File: src/rtl/branch_resolve_unit.sv
// Branch resolve unit: decodes the 3-bit branch conditions and trains a PC-indexed 2-bit predictor.
// Latency: one cycle from a sampled branch to res_valid_o/taken_o/mispredict_o; pred_taken_o is combinational.
// Backpressure: stall_i freezes every register and blocks training; stall_i wins over flush_i. Optional stats: BRU_STATS_EN.
module branch_resolve_unit #(
  parameter int DW    = 32,
  parameter int PC_W  = 32,
  parameter int IDX_W = 4
) (
  input  logic            clk,
  input  logic            rst_n,
  input  logic            stall_i,
  input  logic            flush_i,
  input  logic [PC_W-1:0] fpc_i,
  output logic            pred_taken_o,
  input  logic            valid_i,
  input  logic [2:0]      op_i,
  input  logic [DW-1:0]   a_i,
  input  logic [DW-1:0]   b_i,
  input  logic [PC_W-1:0] pc_i,
  input  logic            pred_i,
  output logic            res_valid_o,
  output logic            taken_o,
  output logic            mispredict_o
`ifdef BRU_STATS_EN
  ,
  output logic [31:0]     br_cnt_o,
  output logic [31:0]     mp_cnt_o
`endif
);

  localparam int ENTRIES = 1 << IDX_W;

  localparam logic [2:0] OP_BEQ  = 3'b000;
  localparam logic [2:0] OP_BNE  = 3'b001;
  localparam logic [2:0] OP_BGEZ = 3'b010;
  localparam logic [2:0] OP_BGTZ = 3'b011;
  localparam logic [2:0] OP_BLEZ = 3'b100;
  localparam logic [2:0] OP_BLTZ = 3'b101;
  localparam logic [2:0] OP_BLT  = 3'b110;
  localparam logic [2:0] OP_BLTU = 3'b111;

  // Word-aligned index; low two bits and bits above the index are don't-care.
  logic [IDX_W-1:0] widx;
  logic [IDX_W-1:0] ridx;
  assign widx = pc_i[IDX_W+1:2];
  assign ridx = fpc_i[IDX_W+1:2];

  logic unused_pc_bits;
  assign unused_pc_bits = ^{pc_i[PC_W-1:IDX_W+2], pc_i[1:0],
                            fpc_i[PC_W-1:IDX_W+2], fpc_i[1:0]};

  logic a_neg;
  logic a_zero;
  assign a_neg  = a_i[DW-1];
  assign a_zero = (a_i == '0);

  logic cond;

  // Fully decoded branch condition; the zero-compare ops look only at a_i.
  always_comb begin
    cond = 1'b0;
    case (op_i)
      OP_BEQ:  cond = (a_i == b_i);
      OP_BNE:  cond = (a_i != b_i);
      OP_BGEZ: cond = ~a_neg;
      OP_BGTZ: cond = ~a_neg & ~a_zero;
      OP_BLEZ: cond = a_neg | a_zero;
      OP_BLTZ: cond = a_neg;
      OP_BLT:  cond = ($signed(a_i) < $signed(b_i));
      OP_BLTU: cond = (a_i < b_i);
      default: cond = 1'b0;
    endcase
  end

  // A branch "fires" when it is accepted this edge: it reports and trains.
  logic fire;
  logic mp_now;
  assign fire   = ~stall_i & valid_i & ~flush_i;
  assign mp_now = fire & (cond != pred_i);

  logic [1:0] cnt_q [ENTRIES];
  logic [1:0] cnt_upd;

  // Saturating step of the entry addressed by the resolving branch.
  always_comb begin
    cnt_upd = cnt_q[widx];
    if (cond) begin
      if (cnt_q[widx] != 2'b11) cnt_upd = cnt_q[widx] + 2'b01;
    end else begin
      if (cnt_q[widx] != 2'b00) cnt_upd = cnt_q[widx] - 2'b01;
    end
  end

  // Prediction table: reset to weakly not-taken, one write per accepted branch.
  always_ff @(posedge clk or negedge rst_n) begin
    if (!rst_n) begin
      for (int i = 0; i < ENTRIES; i++) cnt_q[i] <= 2'b01;
    end else if (fire) begin
      cnt_q[widx] <= cnt_upd;
    end
  end

  // Read the registered table directly, so a same-cycle update is not visible yet.
  assign pred_taken_o = cnt_q[ridx][1];

  logic res_valid_q, res_valid_d;
  logic taken_q, taken_d;
  logic mp_q, mp_d;

  // Next outcome state; stall holds, otherwise outcome bits are gated by acceptance.
  always_comb begin
    res_valid_d = res_valid_q;
    taken_d     = taken_q;
    mp_d        = mp_q;
    if (!stall_i) begin
      res_valid_d = fire;
      taken_d     = fire & cond;
      mp_d        = mp_now;
    end
  end

  // Outcome registers.
  always_ff @(posedge clk or negedge rst_n) begin
    if (!rst_n) begin
      res_valid_q <= 1'b0;
      taken_q     <= 1'b0;
      mp_q        <= 1'b0;
    end else begin
      res_valid_q <= res_valid_d;
      taken_q     <= taken_d;
      mp_q        <= mp_d;
    end
  end

  assign res_valid_o  = res_valid_q;
  assign taken_o      = taken_q;
  assign mispredict_o = mp_q;

`ifdef BRU_STATS_EN
  logic [31:0] br_cnt_q, br_cnt_d;
  logic [31:0] mp_cnt_q, mp_cnt_d;

  // Free-running event counters; natural 32-bit wrap.
  always_comb begin
    br_cnt_d = br_cnt_q;
    mp_cnt_d = mp_cnt_q;
    if (fire)   br_cnt_d = br_cnt_q + 32'd1;
    if (mp_now) mp_cnt_d = mp_cnt_q + 32'd1;
  end

  // Statistics registers.
  always_ff @(posedge clk or negedge rst_n) begin
    if (!rst_n) begin
      br_cnt_q <= 32'd0;
      mp_cnt_q <= 32'd0;
    end else begin
      br_cnt_q <= br_cnt_d;
      mp_cnt_q <= mp_cnt_d;
    end
  end

  assign br_cnt_o = br_cnt_q;
  assign mp_cnt_o = mp_cnt_q;
`endif

endmodule
File: config.mk
export PLATFORM = sky130hd
export DESIGN_NAME = branch_resolve_unit
export DESIGN_NICKNAME = d
export VERILOG_FILES = /design/src/rtl/branch_resolve_unit.sv
export SDC_FILE = /design/constraint.sdc
export NUM_CORES = 1
export LEC_CHECK = 0
export ABC_AREA = 0
export BUFFER_PORTS_ARGS = -buffer_cell sky130_fd_sc_hd__buf_4
export CAP_MARGIN = 20
export CELL_PAD_IN_SITES_DETAIL_PLACEMENT = 0
export CELL_PAD_IN_SITES_GLOBAL_PLACEMENT = 2
export CORE_ASPECT_RATIO = 0.8
export CORE_MARGIN = 1.5
export CORE_UTILIZATION = 26
export CTS_BUF_LIST = sky130_fd_sc_hd__clkbuf_4 sky130_fd_sc_hd__clkbuf_8
export CTS_CLUSTER_SIZE = 25
export DETAILED_ROUTE_END_ITERATION = 16
export PLACE_DENSITY_LB_ADDON = 0.2
export SETUP_SLACK_MARGIN = 0.5
export SYNTH_ARGS = -nofsm -noshare
export SYNTH_HDL_FRONTEND = slang
export SYNTH_SLANG_ARGS = --single-unit
File: constraint.sdc
create_clock -name clk -period 6.6 [get_ports clk]
set_input_delay 0.99 -clock clk [delete_from_list [all_inputs] [get_ports clk]]
set_output_delay 0.99 -clock clk [all_outputs]
set_load 0.05 [all_outputs]
== After elaboration in Yosys (flattened, before gate mapping) ==
Index checks and enable logic that the tools add are counted.

* Register bits: 35
* Input port bits: 137
* Output and inout bits: 4
* Word-level logic and storage cells: 66

* Add/sub/neg operators: 2
* $lt $le $gt $ge: 5
* Eq/ne operators: 11
* Muxes and demuxes: 13
* Bitwise operators: 12
* Reductions and logical operators: 4

{| class="wikitable"
|+ Operators by type and width
! operator !! number
|-
| 32-bit < comparator || 2
|-
| 32-bit bitwise mux || 1
|-
| 32-bit equality test || 1
|-
| 32-bit logical NOT || 1
|-
| 32-bit inequality test || 1
|-
| 2-bit binary-select mux with 4-bit select || 2
|-
| 2-bit two-way mux || 8
|-
| 3-bit equality test, second input constant || 4
|-
| 5-bit >= comparator, second input constant || 2
|-
| 4-bit NOT with 5-bit output || 2
|-
| 2-bit demux with 4-bit select || 1
|-
| 1-bit one-hot mux with 8 select lines || 1
|-
| 3-bit by 2-bit equality test with 1-bit output, second input constant || 2
|-
| 1-bit AND || 5
|-
| 5-bit by 1-bit < comparator with 1-bit output, second input constant || 1
|-
| 1-bit NOT || 4
|-
| 3-bit by 1-bit equality test with 1-bit output, second input constant || 1
|-
| 3-bit logical NOT || 1
|-
| 2-bit by 1-bit adder with 2-bit output, second input constant || 1
|-
| 2-bit inequality test, second input constant || 1
|-
| 2-bit nonzero test || 1
|-
| 2-bit by 1-bit subtractor with 2-bit output, second input constant || 1
|-
| 1-bit logical AND || 1
|-
| 1-bit inequality test || 1
|-
| 1-bit OR || 1
|}

== Depth between registers and ports, before layout ==
Gate-level depths: netlist of the first run.

* Depth in word-level cells: 8
* Mapped depth: 11
* Gate-level depth less buffers: 9

== Worst setup path before layout of the first run ==
OpenSTA, ideal clock, no wires.

* Path kind: input to output
* Start point: input port fpc_i[2]
* End point: output port pred_taken_o
* Data arrival time: 2084 ps
* Data required time: 5610 ps
* Path slack: 3526 ps
* Cell stages on the path: 2
* Path buffers: 0
* Cell sequence: mux4_2 mux4_2

* Longest elaborated chain between the ends: 4

{| class="wikitable"
|+ RTL lines
! what !! RTL line !! source
|-
| start: declaration || 13 || <nowiki>input logic [PC_W-1:0] fpc_i,</nowiki>
|-
| 4-bit NOT with 5-bit output (not written as such) || 104 || <nowiki>assign pred_taken_o = cnt_q[ridx][1];</nowiki>
|-
| 2-bit binary-select mux with 4-bit select || 104 ||
|-
| 2-bit two-way mux (not written as such) (2 in series) || 104 ||
|-
| end: declaration || 14 || <nowiki>output logic pred_taken_o,</nowiki>
|}

No other way between the ends. The select of a mux whose other input is x is not followed.

== Worst setup path after layout of the first run ==
* Start point: input port a_i[31]
* End point: register mp_q (netlist: mispredict_o)

* Longest elaborated chain between the ends: 6
* Elaborated cells on any way between the ends: 12
* Classes of those cells: order compare: 2; eq/ne: 3; mux: 1; bitwise: 5; reduce/logical: 1

{| class="wikitable"
|+ RTL lines
! what !! RTL line !! source
|-
| start: declaration || 17 || <nowiki>input logic [DW-1:0] a_i,</nowiki>
|-
| parallel branches: the longest is 3 deep, another holds 32-bit < comparator || - ||
|-
| 1-bit one-hot mux with 8 select lines (*) || 62 || <nowiki>case (op_i)</nowiki>
|-
| 1-bit inequality test (*) || 79 || <nowiki>assign mp_now = fire & (cond != pred_i);</nowiki>
|-
| 1-bit AND (*) || 79 ||
|-
| end signal: assignment || 131 || <nowiki>mp_q <= mp_d;</nowiki>
|-
| end: declaration || 108 || <nowiki>logic mp_q, mp_d;</nowiki>
|}

Mark *: on every way between the ends.
A chain may end at the register's enable or synchronous reset.

==> results.ini, run 1 <==
[cells_and_area]
nets=594
syn2layout_area_growth_pct=25.4
drive_gt1_frac=0.293
layout_common_cells=86 x buf_4, 44 x nand2_1, 34 x inv_1
layout_commonest_cell=buf_4
antenna_cells=0

[sta]
setup_viol=0
fin_worst_skew_ns=0.00937
maxSlewViolCount=0
setup_ws_ns=3.19
finalCriticalPeriod_ns=3.41
slew_headroom=0.524
fin_crit_sh=0.516
fin_setup_tns_ns=0
holdWs_ns=0.481
hold_viol_final=0
clock.fmax_ghz=0.294
worstMarginPinSlew_ns=0.714
rsz0062_at_grt=no

[logic_synthesis]
synthAdderAreaFrac=0.122
yosysWarnings=0
ys_seq_elements=35
synth_nets=520
synth_cell_types=45
synth_simple_gate_area_share=0.162
synth_xor_xnor_area_share=0
netlist_area_sq_um=3290
synth_compound_area_frac=0.183
synth_top_family_by_area=compound AO/OA/AOI/OAI gates
synthMuxAreaShare=0.181
synth_cells=351
synth_area_per_cell_sq_um=9.39
seq_area_frac_synth=0.272

[floorplanning]
ios=141
die_y_um=104
dieArea_sq_um=13400
core_sq_um=12300
initial_core_util=0.269
rows=36
fp.dieW_um=129

[clock_tree]
cts_hold_buf=0
cts_inserted_buffers=5
htree_levels=2
clk_transition_reported_paths_ns=0.07
cts_root_buf=clkbuf_8
cts_tree=built
insertion_delay_ns=0.30
postCtsSetupRepairBufs=0
cts_resized=0
cts_buffer_depth=2
clock_sinks=35

[detailed_routing]
drt-initial-drc-count=150
wl_um=9880
routed_via_density=5.07
vias=3024
drc=0
final_antenna_net_count=0
drt-pass1-iter-count=4
routedWlPerCell_um=16.6

[critical_path]
cp-start-kind=input port
critPathKind=input port to flop
r2r-start=cnt_q[5]
cp_max_fo=35
startpoint=a_i[31]
rr_endpoint=cnt_q[19]
crit_end=mispredict_o
ff2ff_setup_slack_ns=4.09
critPathArrivalTime_ns=3.59
cp_data_required_time_ns=6.79
r2r_cells=5
cp-end-kind=flop

[grt]
antenna_found_initial=0
gr-usage-met3=0.0232
grt_overflow=0
grt_max_degree=36
grt_pass1_wl_um=16000
grt_busiest_layer=met1
met2_usage=0.222
grt_util_met1=0.229
grt_pass1_vias=2963
gr-usage-all-layers=0.149

[place]
gp_congestion=0.748
dp_hpwl_um=7100
place_ws_ns=2.58
portBuffers=84

[power]
p_int_mw=0.417
p_leak_nw=1.91
ir_drop_uv=58.3
clkPwrFrac=0.277
power_density_nw_per_um2=150
p_seq_frac=0.410
power.switching_mw=0.203
switching_share=0.327
combPwrFrac=0.313

[job]
maxCapViolations=0

[run_status]
status=finished, final reports clean

[worst_hold_path]
min-delay-start=cnt_q[8]
hold_class=flop to flop
hold_depth=2

[area by class of cell]
type	count	area, sq um
fillers	1325	8120
repair buffers	87	657
inverters	34	128
multi-input cells	262	2150
well taps	171	214
clock buffers	8	91.3
flip-flops and latches	35	896
[cells in the mapped netlist (all sizes together)]
cell	instances	area, sq um
a221o	1	10.0
o41ai	1	8.76
ha	32	400
buf	13	110
dfstp	16	420
and4	1	8.76
dfrtp	19	475
inv	34	128
a31o	1	8.76
a21oi	13	65.1
a211o	1	8.76
mux2i	24	240
a21boi	1	7.51
a21o	2	15.0
nand4	9	56.3
o31a	1	8.76
nor2b	2	12.5
and2	2	17.5
o31ai	1	7.51
nand2	44	165
a221oi	1	8.76
or4	1	7.51
o311ai	1	8.76
nor4	11	68.8
mux4	14	342
o211ai	2	20.0
nand2b	3	18.8
o221ai	31	272
a2111oi	1	15.0
nor3	7	35.0
o21ai	16	91.3
a2bb2oi	2	17.5
o21a	3	30.0
nand3	13	65.1
clkbuf	7	26.3
nand3b	2	15.0
nor2	17	63.8
mux2	1	15.0
[sequential cells by signal, summed over array words and instances, names as in the netlist]
signal,flops
cnt_q,32
mispredict_o,1
res_valid_o,1
taken_o,1
[worst max-delay path, stage by stage]
cell and delay, ns:
buf_4 0.12, ha_1 0.38, nand4_1 0.21, nor4_1 0.53, nand4_1 0.16, a211o_1 0.33
o211ai_2 0.07, buf_4 0.40, nor3_1 0.10, o41ai_1 0.29
[stage by stage]
stage / util / total power, mW / area [sq um] / cells
global route: 0.337 / 0.657 / 4130 / 597
finish: 0.337 / 0.620 / 4130 / 597
global placement: 0.329 / 0.450 / 4030 / 588
CTS: 0.336 / 0.624 / 4120 / 596
detailed placement: 0.329 / 0.452 / 4030 / 588
floorplan: - / 0.370 / 3290 / 351
[power by group through the flow]
stage	Combinational (mW)	Sequential (mW)	Clock [mW]
floorplan	0.112	0.258	0
finish	0.194	0.255	0.172
global placement	0.192	0.258	0
global route	0.215	0.257	0.185
detailed placement	0.194	0.258	0
CTS	0.195	0.254	0.175
[layer usage]
metal | vias to the layer above | routed length, um
li1 | 1494 | -
met1 | 1453 | 5030
met3 | 5 | 506
met5 | - | 0
met2 | 72 | 4290
met4 | 0 | 48
[logic make-up (layout without fill, tap and decap cells)]
family	after synthesis	count (layout)
and+or+nand+nor	112	112
AOI/OAI and AO/OA	79	79
buffers and inverters	54	129
muxes	39	39
DFF	35	35
adders and majority gates	32	32
[worst min path at each step]
| stage | end | slack, ns |
|---|---|---|
| 4_1_cts | cnt_q[8] | 0.49 |
| 5_1_grt | res_valid_o | 0.51 |
| 6_report | cnt_q[8] | 0.48 |
| 3_5_place_dp | taken_o | 0.47 |
| 3_3_place_gp | taken_o | 0.46 |
| 2_1_floorplan | cnt_q[8] | 0.46 |
(Power assumes the default switching activity.)
==> inputs of run 2 (changes only) <==
clock period = 2.95 ns   (was 6.6 ns; I/O delays follow)
==> run 2 against run 1 <==
- total power is 140% higher
- die area stayed put
- sequential power is 120% higher
- clock power is 120% higher
- hold slack worse by 0.37 ns
- via count is 4.3% higher
- wire length is 6.5% higher
- combinational power grew to 2.7 times the previous value
- critical endpoint is now cnt_q[22]
==> results.ini, run 2 (synthesized netlist as in run 1, its figures left out) <==
[grt]
grt_pass1_vias=3101  ; +4.7%
grt_overflow=0  ; unchanged
grt_max_degree=36  ; unchanged
grt_pass1_wl_um=16400  ; +1.9%
antenna_found_initial=0  ; unchanged
gr-usage-all-layers=0.154  ; +0.00485

[cells_and_area]
largest_register=cnt_q
fill_cells=1263  ; -4.7%
drive_gt1_frac=0.411  ; +0.117
layout_commonest_cell=buf_4
largest_register_ffs=32  ; unchanged
regArea_sq_um=896  ; unchanged
nets=611  ; +2.9%
layout_common_cells=90 x buf_4, 43 x nand2_1, 30 x inv_1
multi_input_area_sq_um=2460  ; +14%
syn2layout_area_growth_pct=40.6
antenna_cells=0  ; unchanged
stdcell_area_sq_um=4630  ; +12%

[power]
power_mw=1.47  ; +140%
power_density_nw_per_um2=318  ; +110%
p_leak_nw=2.05  ; +6.8%
ir_drop_uv=134  ; +130%

[floorplanning]
initial_core_util=0.269  ; unchanged
ios=141  ; unchanged
dieArea_sq_um=13400  ; unchanged
fp.dieW_um=129  ; unchanged
die_y_um=104  ; unchanged
rows=36  ; unchanged
core_sq_um=12300  ; unchanged

[detailed_routing]
drc=0  ; unchanged
drt-pass1-iter-count=4  ; unchanged
routed_via_density=5.14  ; +1.4%
routedWlPerCell_um=17.1  ; +3.6%
drt-initial-drc-count=137  ; -8.7%
wl_um=10500  ; +6.5%
final_antenna_net_count=0  ; unchanged
vias=3154  ; +4.3%

[place]
dp_hpwl_um=7600  ; +7.1%
portBuffers=84  ; unchanged
gp_congestion=0.763  ; +2.1%
placed_area_sq_um=4130  ; +2.4%

[sta]
clock.fmax_ghz=0.425
maxSlewViolCount=0  ; unchanged
worstMarginPinSlew_ns=0.677  ; -0.0367 ns
hold_viol_final=0  ; unchanged
finalCriticalPeriod_ns=2.35
fin_setup_tns_ns=0  ; unchanged
setup_viol=0  ; unchanged
fin_crit_sh=0.797
slew_headroom=0.545  ; +0.0210
fin_worst_skew_ns=0.00803  ; -0.00133 ns
rsz0062_at_grt=yes

[critical_path]
cp-start-kind=input port
cp-end-kind=flop
cpPeakStageDelay_ns=0.40  ; -0.13 ns
cp_max_fo=5  ; -86%
cp_data_required_time_ns=3.19  ; -3.60 ns
critPathKind=input port to flop
critPathArrivalTime_ns=2.59  ; -1.00 ns
cp_cell_sequence=buf_4 > ha_1 > a21oi_2 > o21ai_0 > a221o_1 > o31a_1 > o211ai_4 > buf_4 > o221ai_1 > nand2_1
critPathBufInv=2  ; unchanged
cp_slowest_cell=o31a_1
crit_family=compound AO/OA/AOI/OAI gates
crit_path_frequent_cell=buf_4

[clock_tree]
cts_tree=built
clk_transition_reported_paths_ns=0.08  ; about the same
insertion_delay_ns=0.30  ; about the same
clock_sinks=35  ; unchanged
htree_levels=2  ; unchanged
cts_inserted_buffers=5  ; unchanged
cts_buffer_depth=2  ; unchanged
cts_root_buf=clkbuf_8

[job]
maxCapViolations=0  ; unchanged

[run_status]
status=finished, final reports clean

[worst_hold_path]
hold_class=input port to async pin

run 2: cell count changes in the layout (fill, tap and decap cells not counted), moves of 8 or more:
cell and delta:
buf_6 +9, o221ai_2 +13, ha_1 -8, o221ai_1 -13, ha_4 +8
run 2: power breakdown:
group	leakage, nW	internal (mW)	switching [mW]	total (mW)
sequential	0.427	0.543	0.0261	0.569
clock	0.0498	0.196	0.183	0.379
combinational	1.57	0.243	0.280	0.523
run 2: area by class of cell:
cell class,count,area share
clock buffers,8,0.0197
inverters,34,0.0292
repair buffers,103,0.181
well taps,171,0.0462
multi-input cells,263,0.531
flip-flops and latches,35,0.193
run 2: stage by stage:
step / cells / utilization / worst slack (ns) / hold slack [ns]
after floorplan: 351 / - / 0.562 / 0.147
after global placement: 599 / 0.337 / 0.0681 / 0.446
after detailed placement: 599 / 0.337 / 0.0354 / 0.442
after CTS: 607 / 0.346 / 0.506 / 0.115
after global routing: 614 / 0.378 / 0.493 / 0.125
final: 614 / 0.378 / 0.599 / 0.110
run 2: path summary, 6_finish.rpt:
path	startpoint	to	slack [ns]	cells past startpoint
max reg2reg	cnt_q[5]	cnt_q[15]	0.70	5
min reg2reg	taken_o	taken_o	0.48	2
min in group clk	stall_i	mispredict_o	0.37	2
max in group asynchronous	rst_n	cnt_q[14]	2.47	1
max	a_i[5]	cnt_q[22]	0.60	10
min	rst_n	cnt_q[27]	0.11	1
run 2: per-layer routing:
layer	routed length, um	up-vias	GRT usage	part of all wire
met5	0	-	0	0
met4	68	0	0.0297	0.0065
met3	366	6	0.0227	0.035
met2	4590	65	0.230	0.44
met1	5500	1553	0.234	0.52
li1	-	1530	-	-
run 2: repair_timing:
action	in CTS	in global routing
buffers inserted	0	4
endpoints found under the setup margin	33	33
gates resized for setup	4	61
hold buffers	0	0
endpoints found under the hold margin	0	0
pin swaps	1	33
gates cloned	0	3
